===== config.mk =====
export PLATFORM = sky130hd
export DESIGN_NAME = cbfp_blk_ctrl_flat
export DESIGN_NICKNAME = d
export VERILOG_FILES = /design/src/rtl/cbfp_pkg.sv /design/src/rtl/cbfp_blk_ctrl_if.sv /design/src/rtl/cbfp_min_lrs.sv /design/src/rtl/cbfp_blk_ctrl.sv /design/src/flat_wrapper.sv
export SDC_FILE = /design/constraint.sdc
export NUM_CORES = 2
export LEC_CHECK = 0
export BUFFER_PORTS_ARGS = -buffer_cell sky130_fd_sc_hd__buf_2
export CAP_MARGIN = 15
export CORE_AREA = 8 8 448 450
export DETAILED_ROUTE_END_ITERATION = 7
export DIE_AREA = 0 0 456 458
export SYNTH_ARGS = -nofsm -noshare
export SYNTH_HDL_FRONTEND = slang
export SYNTH_SLANG_ARGS = --single-unit

===== constraint.sdc =====
create_clock -name clk -period 29.5 [get_ports clk]
set_clock_uncertainty 0.05 [all_clocks]
set_input_delay 4.425 -clock clk [delete_from_list [all_inputs] [get_ports clk]]
set_output_delay 4.425 -clock clk [all_outputs]
set_load 0.05 [all_outputs]

===== src/rtl/cbfp_pkg.sv =====
// Shared types, default sizes and the lane leading-redundant-sign-bit metric
// for the CBFP block-exponent controller.
package cbfp_pkg;

   localparam int DATA_WIDTH = 9;
   localparam int NUM_IN_OUT = 16;
   localparam int BLOCK_LEN  = 16;
   localparam int EXP_WIDTH  = 4;
   localparam int CNT_WIDTH  = $clog2(BLOCK_LEN);

   typedef logic signed [DATA_WIDTH-1:0] samp_t;
   typedef samp_t [NUM_IN_OUT-1:0]       beat_t;
   typedef logic [EXP_WIDTH-1:0]         exp_t;

   typedef enum logic [1:0] {FILL, STREAM, FLUSH} state_t;

   // Number of bits directly below the MSB that repeat the MSB (0 and -1 give DATA_WIDTH-1).
   function automatic exp_t lrs(input samp_t x);
      exp_t n;
      logic run;
      n   = '0;
      run = 1'b1;
      for (int i = DATA_WIDTH-2; i >= 0; i--) begin
         if (run && (x[i] == x[DATA_WIDTH-1])) n = n + 1'b1;
         else run = 1'b0;
      end
      return n;
   endfunction

endpackage


===== src/rtl/cbfp_blk_ctrl_if.sv =====
// Beat input, shift-register side and normalised output bundle of cbfp_blk_ctrl.
// master = upstream/shift-register side, slave = the controller.
interface cbfp_blk_ctrl_if;
   import cbfp_pkg::*;

   logic  in_valid;
   logic  in_ready;
   logic  flush;
   beat_t din_i;
   beat_t din_q;
   logic  sr_valid;
   logic  sr_pop;
   beat_t sr_din_i;
   beat_t sr_din_q;
   beat_t sr_dout_i;
   beat_t sr_dout_q;
   beat_t dout_i;
   beat_t dout_q;
   logic  dout_valid;
   logic  dout_first;
   exp_t  blk_exp;

   modport master (
      output in_valid, flush, din_i, din_q, sr_dout_i, sr_dout_q,
      input  in_ready, sr_valid, sr_pop, sr_din_i, sr_din_q,
             dout_i, dout_q, dout_valid, dout_first, blk_exp
   );

   modport slave (
      input  in_valid, flush, din_i, din_q, sr_dout_i, sr_dout_q,
      output in_ready, sr_valid, sr_pop, sr_din_i, sr_din_q,
             dout_i, dout_q, dout_valid, dout_first, blk_exp
   );

endinterface


===== src/rtl/cbfp_min_lrs.sv =====
// Minimum lrs over all I and Q lanes of one beat, as a balanced binary min-tree.
// Heap layout: node k has children 2k and 2k+1, leaves start at LEAVES
// (so the leaf count must be a power of two).
module cbfp_min_lrs
   import cbfp_pkg::*;
(
   input  beat_t lane_i,
   input  beat_t lane_q,
   output exp_t  min_lrs
);

   localparam int LEAVES = 2*NUM_IN_OUT;

   exp_t node [1:2*LEAVES-1];

   // Leaves get the per-lane metric, each inner node keeps the smaller child.
   always_comb begin
      for (int k = 1; k < 2*LEAVES; k++) node[k] = '0;
      for (int k = 0; k < NUM_IN_OUT; k++) begin
         node[LEAVES+k]            = lrs(lane_i[k]);
         node[LEAVES+NUM_IN_OUT+k] = lrs(lane_q[k]);
      end
      for (int k = LEAVES-1; k >= 1; k--)
         node[k] = (node[2*k] < node[2*k+1]) ? node[2*k] : node[2*k+1];
   end

   assign min_lrs = node[1];

endmodule


===== src/rtl/cbfp_blk_ctrl.sv =====
// CBFP block-exponent controller: fills the external shift register with one
// block while tracking its minimum lrs, then drains the previous block
// left-shifted by its exponent as the next block streams in.
// Optional build macro CBFP_OVF_FLAG_EN adds the sticky proto_err output.
//
// state  | meaning
// FILL   | shift register holds no complete block; pushes only
// STREAM | one complete block held; each accepted beat pushes and pops
// FLUSH  | draining the held block by pushing BLOCK_LEN zero beats
module cbfp_blk_ctrl
   import cbfp_pkg::*;
(
   input  logic clk,
   input  logic rst,
   cbfp_blk_ctrl_if.slave bus
`ifdef CBFP_OVF_FLAG_EN
   ,
   output logic proto_err
`endif
);

   state_t               state, state_nx;
   logic [CNT_WIDTH-1:0] cnt, cnt_nx;
   exp_t                 run_min, exp_pend, beat_min, new_min;
   logic                 accept, blk_last;

   assign accept   = bus.in_valid && bus.in_ready;
   assign blk_last = (cnt == CNT_WIDTH'(BLOCK_LEN-1));
   assign new_min  = (beat_min < run_min) ? beat_min : run_min;

   cbfp_min_lrs u_min_lrs (
      .lane_i  (bus.din_i),
      .lane_q  (bus.din_q),
      .min_lrs (beat_min)
   );

   // Next state, beat counter and shift-register push/pop; pop always rides with a push.
   always_comb begin
      state_nx     = state;
      cnt_nx       = cnt;
      bus.sr_valid = 1'b0;
      bus.sr_pop   = 1'b0;
      bus.sr_din_i = '0;
      bus.sr_din_q = '0;
      case (state)
         FILL: begin
            if (accept) begin
               bus.sr_valid = 1'b1;
               bus.sr_din_i = bus.din_i;
               bus.sr_din_q = bus.din_q;
               cnt_nx       = cnt + 1'b1;
               if (blk_last) begin
                  cnt_nx   = '0;
                  state_nx = STREAM;
               end
            end
         end
         STREAM: begin
            if (accept) begin
               bus.sr_valid = 1'b1;
               bus.sr_pop   = 1'b1;
               bus.sr_din_i = bus.din_i;
               bus.sr_din_q = bus.din_q;
               cnt_nx       = cnt + 1'b1;
               if (blk_last) cnt_nx = '0;
            end else if (bus.flush && (cnt == '0) && !bus.in_valid) begin
               state_nx = FLUSH;
            end
         end
         FLUSH: begin
            bus.sr_valid = 1'b1;
            bus.sr_pop   = 1'b1;
            cnt_nx       = cnt + 1'b1;
            if (blk_last) begin
               cnt_nx   = '0;
               state_nx = FILL;
            end
         end
         default: state_nx = FILL;
      endcase
   end

   // State, counter and registered ready (low for exactly the FLUSH cycles).
   always_ff @(posedge clk or posedge rst) begin
      if (rst) begin
         state        <= FILL;
         cnt          <= '0;
         bus.in_ready <= 1'b1;
      end else begin
         state        <= state_nx;
         cnt          <= cnt_nx;
         bus.in_ready <= (state_nx != FLUSH);
      end
   end

   // Running minimum of the filling block; latched into exp_pend with the block's last beat.
   always_ff @(posedge clk or posedge rst) begin
      if (rst) begin
         run_min  <= exp_t'(DATA_WIDTH-1);
         exp_pend <= '0;
      end else if (accept) begin
         if (blk_last) begin
            exp_pend <= new_min;
            run_min  <= exp_t'(DATA_WIDTH-1);
         end else begin
            run_min  <= new_min;
         end
      end
   end

   // Normalise each popped beat; exp_pend still holds the draining block's exponent on its last pop.
   always_ff @(posedge clk or posedge rst) begin
      if (rst) begin
         bus.dout_i     <= '0;
         bus.dout_q     <= '0;
         bus.dout_valid <= 1'b0;
         bus.dout_first <= 1'b0;
         bus.blk_exp    <= '0;
      end else if (bus.sr_pop) begin
         for (int k = 0; k < NUM_IN_OUT; k++) begin
            bus.dout_i[k] <= bus.sr_dout_i[k] <<< exp_pend;
            bus.dout_q[k] <= bus.sr_dout_q[k] <<< exp_pend;
         end
         bus.dout_valid <= 1'b1;
         bus.dout_first <= (cnt == '0);
         bus.blk_exp    <= exp_pend;
      end else begin
         bus.dout_valid <= 1'b0;
         bus.dout_first <= 1'b0;
      end
   end

`ifdef CBFP_OVF_FLAG_EN
   // Sticky flag for beats offered while not ready and flush requests mid-fill.
   always_ff @(posedge clk or posedge rst) begin
      if (rst) proto_err <= 1'b0;
      else if ((bus.in_valid && !bus.in_ready) ||
               (bus.flush && (state == FILL) && (cnt != '0)))
         proto_err <= 1'b1;
   end
`endif

endmodule


===== src/flat_wrapper.sv =====
// flat-port wrapper written by rule: the top's interface ports become plain ports
module cbfp_blk_ctrl_flat import cbfp_pkg::*;
  (clk, rst, bus_in_valid, bus_flush, bus_din_i, bus_din_q, bus_sr_dout_i, bus_sr_dout_q, bus_in_ready, bus_sr_valid, bus_sr_pop, bus_sr_din_i, bus_sr_din_q, bus_dout_i, bus_dout_q, bus_dout_valid, bus_dout_first, bus_blk_exp);
  cbfp_blk_ctrl_if bus_i ();
  input  logic clk;
  input  logic rst;
  input wire logic [$bits(bus_i.in_valid)-1:0] bus_in_valid;
  input wire logic [$bits(bus_i.flush)-1:0] bus_flush;
  input wire logic [$bits(bus_i.din_i)-1:0] bus_din_i;
  input wire logic [$bits(bus_i.din_q)-1:0] bus_din_q;
  input wire logic [$bits(bus_i.sr_dout_i)-1:0] bus_sr_dout_i;
  input wire logic [$bits(bus_i.sr_dout_q)-1:0] bus_sr_dout_q;
  output wire logic [$bits(bus_i.in_ready)-1:0] bus_in_ready;
  output wire logic [$bits(bus_i.sr_valid)-1:0] bus_sr_valid;
  output wire logic [$bits(bus_i.sr_pop)-1:0] bus_sr_pop;
  output wire logic [$bits(bus_i.sr_din_i)-1:0] bus_sr_din_i;
  output wire logic [$bits(bus_i.sr_din_q)-1:0] bus_sr_din_q;
  output wire logic [$bits(bus_i.dout_i)-1:0] bus_dout_i;
  output wire logic [$bits(bus_i.dout_q)-1:0] bus_dout_q;
  output wire logic [$bits(bus_i.dout_valid)-1:0] bus_dout_valid;
  output wire logic [$bits(bus_i.dout_first)-1:0] bus_dout_first;
  output wire logic [$bits(bus_i.blk_exp)-1:0] bus_blk_exp;
  assign bus_i.in_valid = bus_in_valid;
  assign bus_i.flush = bus_flush;
  assign bus_i.din_i = bus_din_i;
  assign bus_i.din_q = bus_din_q;
  assign bus_i.sr_dout_i = bus_sr_dout_i;
  assign bus_i.sr_dout_q = bus_sr_dout_q;
  assign bus_in_ready = bus_i.in_ready;
  assign bus_sr_valid = bus_i.sr_valid;
  assign bus_sr_pop = bus_i.sr_pop;
  assign bus_sr_din_i = bus_i.sr_din_i;
  assign bus_sr_din_q = bus_i.sr_din_q;
  assign bus_dout_i = bus_i.dout_i;
  assign bus_dout_q = bus_i.dout_q;
  assign bus_dout_valid = bus_i.dout_valid;
  assign bus_dout_first = bus_i.dout_first;
  assign bus_blk_exp = bus_i.blk_exp;
  cbfp_blk_ctrl u_core (.clk(clk), .rst(rst), .bus(bus_i));
endmodule

==> metrics <==
status=finished, final reports clean; fin. max-slew vios=0; register area=7750 µm²; VDD IR max=44.23 µV; CP Data Required Time=29.91 ns; Fin. Hold Viols=0; ratio of cells with drive above 1 in the final layout=0.2596; Logic pwr share=0.681; kind of critical path=input pin to flop; Die H=458 µm; Setup crit end kind=flop; post-synthesis instance area=41530 µm²; Syn. warnings=0; largest net degree at the start of global routing=between 150 and 200; Row Count=around 160; clock sinks=approximately 310; Final GP Congestion=roughly 0.94; most used cell, CP=ha_1; first-pass GRT wire length=roughly 280 mm; DR vias=45100; setup tns final=0 ns; area grow syn2layout=23.14%; clock tree from TritonCTS=done; FMAX=0.06270 GHz; Crit-path slowest cell=or4_1; post-cts sizing count=0; Layout Cells excl Fill=about 8900; GRT Residual Overflow=0; register bit count reported by yosys=309; Post-synth EDFFs=0; Slew HR=0.2409; Multi-input gate area=about 32000 µm²; top cells by area, synth=dfrtp_1 (18%), ha_1 (8.8%), mux4_2 (6.9%); RSZ-0062 raised after global routing=false; GRT Total Usage=0.1691; Die X-Extent=~460 µm; final WL=about 190 mm; Worst path max stage delay=0.52 ns; HP Start=u_core.bus.dout_i[97]; Worst-Skew Late Latency=between 0.5 and 0.6 ns; Synth cell types=100; CTS Buffer Depth=3; Worst-path clk slew=0.06 ns; initial antenna violation count=54; Port Buffers=between 1000 and 1500; syn nets=a little over 6000; DRC=0; Hold Path Class=flop to flop; Worst setup SP type=input pin; DP Area=~50000 µm²; register area share after synthesis=0.1862; Flop pwr share=0.195; Finished Cell Area=51140 µm²; effective utilization at floorplan=0.2146; dominant cell by count in the synthesized netlist=nand2_1; die area=between 200000 and 250000 µm²; drt pass-1 iters=6; maxcap violations=0; syn avg cell area=between 7 and 8 µm²; reg-to-reg startpoint=u_core.exp_pend[0]; I/O pin cnt=1165; Worst EP arrival=between 15 and 20 ns; leak pwr=roughly 24 nW; cell count after placement=between 8000 and 9000; clock share of power=0.124; crit path time final=about 16 ns; Num CTS Buffers=36; Int Power=approximately 0.0016 W; leading area contributor after synthesis=dfrtp_1; NumNets Final=between 7000 and 8000; ys async rst share=1.000; critical path fanouts, max=17; Worst Setup SP=bus_din_i[53]; Routed WL per cell=about 21 µm; final worst-path cycle share=0.5407; Post CTS Setup Buffer Count=0; sw frac=0.5803; Core ar.=193600 µm²; Commonest cells post-synth=nand2_1 (542), nor2_1 (407), a21oi_1 (384); Yosys top cell area share=0.1850; CTS H-tree depth=2; CTS root buffer=clkbuf_16; DRT iter0 DRCs=3652; Final ANT Viol Nets=0; final setup vio count=0; DP HPWL=approximately 160 mm; total power=about 0.0037 W; Fill cells=21020; NetSw=0.002153 W; Cells after Synth=about 5300; Worst Max-Slew Pin Slew=1.139 ns; DR vias/cell=5.078; pwr dens=just over 70 nW/µm²; hold-fix buffers at CTS=0; Most used DFF post-synth=dfrtp_1; number of global-route vias before repair=between 40000 and 50000; Hold WS=roughly 0.42 ns
power by group through the flow:
stage	Combinational (W)	Sequential, W	Clock (W)
detailed placement	0.00253	0.000727	0
CTS	0.00254	0.000720	0.000477
global placement	0.00250	0.000723	0
global route	0.00268	0.000739	0.000489
floorplan	0.00127	0.00123	0
finish	0.00253	0.000724	0.000460
cells in the final DEF, fill, tap and decap left out, drive strengths merged, types with 16 or more instances in the layout:
cell type,n
and3,32
nand2,542
o22ai,94
inv,259
or2,51
a221oi,17
o22a,22
ha,293
a32o,36
a21boi,60
o221ai,43
o2bb2ai,18
buf,1207
clkbuf,54
nor3,123
nand3,165
or3,85
nor2,409
nor2b,91
nand2b,132
a21oi,384
o21ai,368
a21o,32
o21a,54
diode,61
a31oi,46
mux4,128
a211oi,16
a22o,104
xor2,49
dfrtp,307
mux2i,267
o21bai,42
and2,335
xnor2,80
mux2,118
cell type report:
| class | instances | area share |
|---|---|---|
| Multi-Input combinational cell | 4442 | 0.6206 |
| Sequential cell | 309 | 0.1515 |
| Timing Repair Buffer | 1207 | 0.1210 |
| Tap cell | 2542 | 0.06219 |
| Clock buffer | 54 | 0.02050 |
| Inverter | 257 | 0.01903 |
| Antenna cell | 61 | 0.002985 |
| Clock inverter | 10 | 0.002202 |
stage by stage:
stage / setup WS [ns] / utilization
4_1_cts: 13.66 / 0.2634
6_report: 13.55 / 0.2642
2_1_floorplan: 14.32 / -
3_5_place_dp: 13.05 / 0.2574
5_1_grt: 12.55 / 0.2640
3_3_place_gp: 13.15 / 0.2574
worst max-delay path, delay by kind of cell:
| family | cells | cell delay (ns) |
|---|---|---|
| xor+xnor | 2 | 0.38 |
| compound gates | 22 | 4.23 |
| simple gates | 8 | 1.50 |
| buf+inv | 9 | 0.85 |
| mux | 8 | 2.19 |
| fa+ha+maj | 10 | 2.77 |
path summary, 6_finish.rpt:
kind,endpoint,slack (ns),cells past startpoint
max,u_core.run_min[1],13.55,59
min,u_core.bus.dout_i[97],0.42,2
max reg2reg,u_core.bus.dout_i[17],23.31,10
min reg2reg,u_core.bus.dout_i[97],0.42,2
max in group asynchronous,u_core.bus.dout_i[6],23.19,4
min in group asynchronous,u_core.bus.dout_q[68],3.95,2
per-layer routing:
| metal | vias up | part of all wire | track usage |
|---|---|---|---|
| li1 | 21230 | - | - |
| met1 | 21820 | 0.39 | 0.1961 |
| met2 | 1712 | 0.49 | 0.2991 |
| met3 | 329 | 0.055 | 0.02467 |
| met4 | 12 | 0.059 | 0.09332 |
| met5 | - | 0.00032 | 0 |
registers in the layout, indices dropped and copies added (netlist names):
name,cells
u_core.bus.blk_exp,4
u_core.bus.dout_first,1
u_core.bus.dout_i,144
u_core.bus.dout_q,144
u_core.bus.dout_valid,1
u_core.bus.in_ready,1
u_core.cnt,4
u_core.exp_pend,4
u_core.run_min,4
u_core.state,2
kinds of logic after synthesis:
kind of cell / Yosys count / share of synthesized area
simple gates: 2033 / 0.2433
compound gates: 1459 / 0.2292
buf+inv: 565 / 0.05142
mux: 513 / 0.1661
flops: 309 / 0.1862
fa+ha+maj: 293 / 0.08827
xor+xnor: 144 / 0.03546
Power figures use the tool's default switching activity.
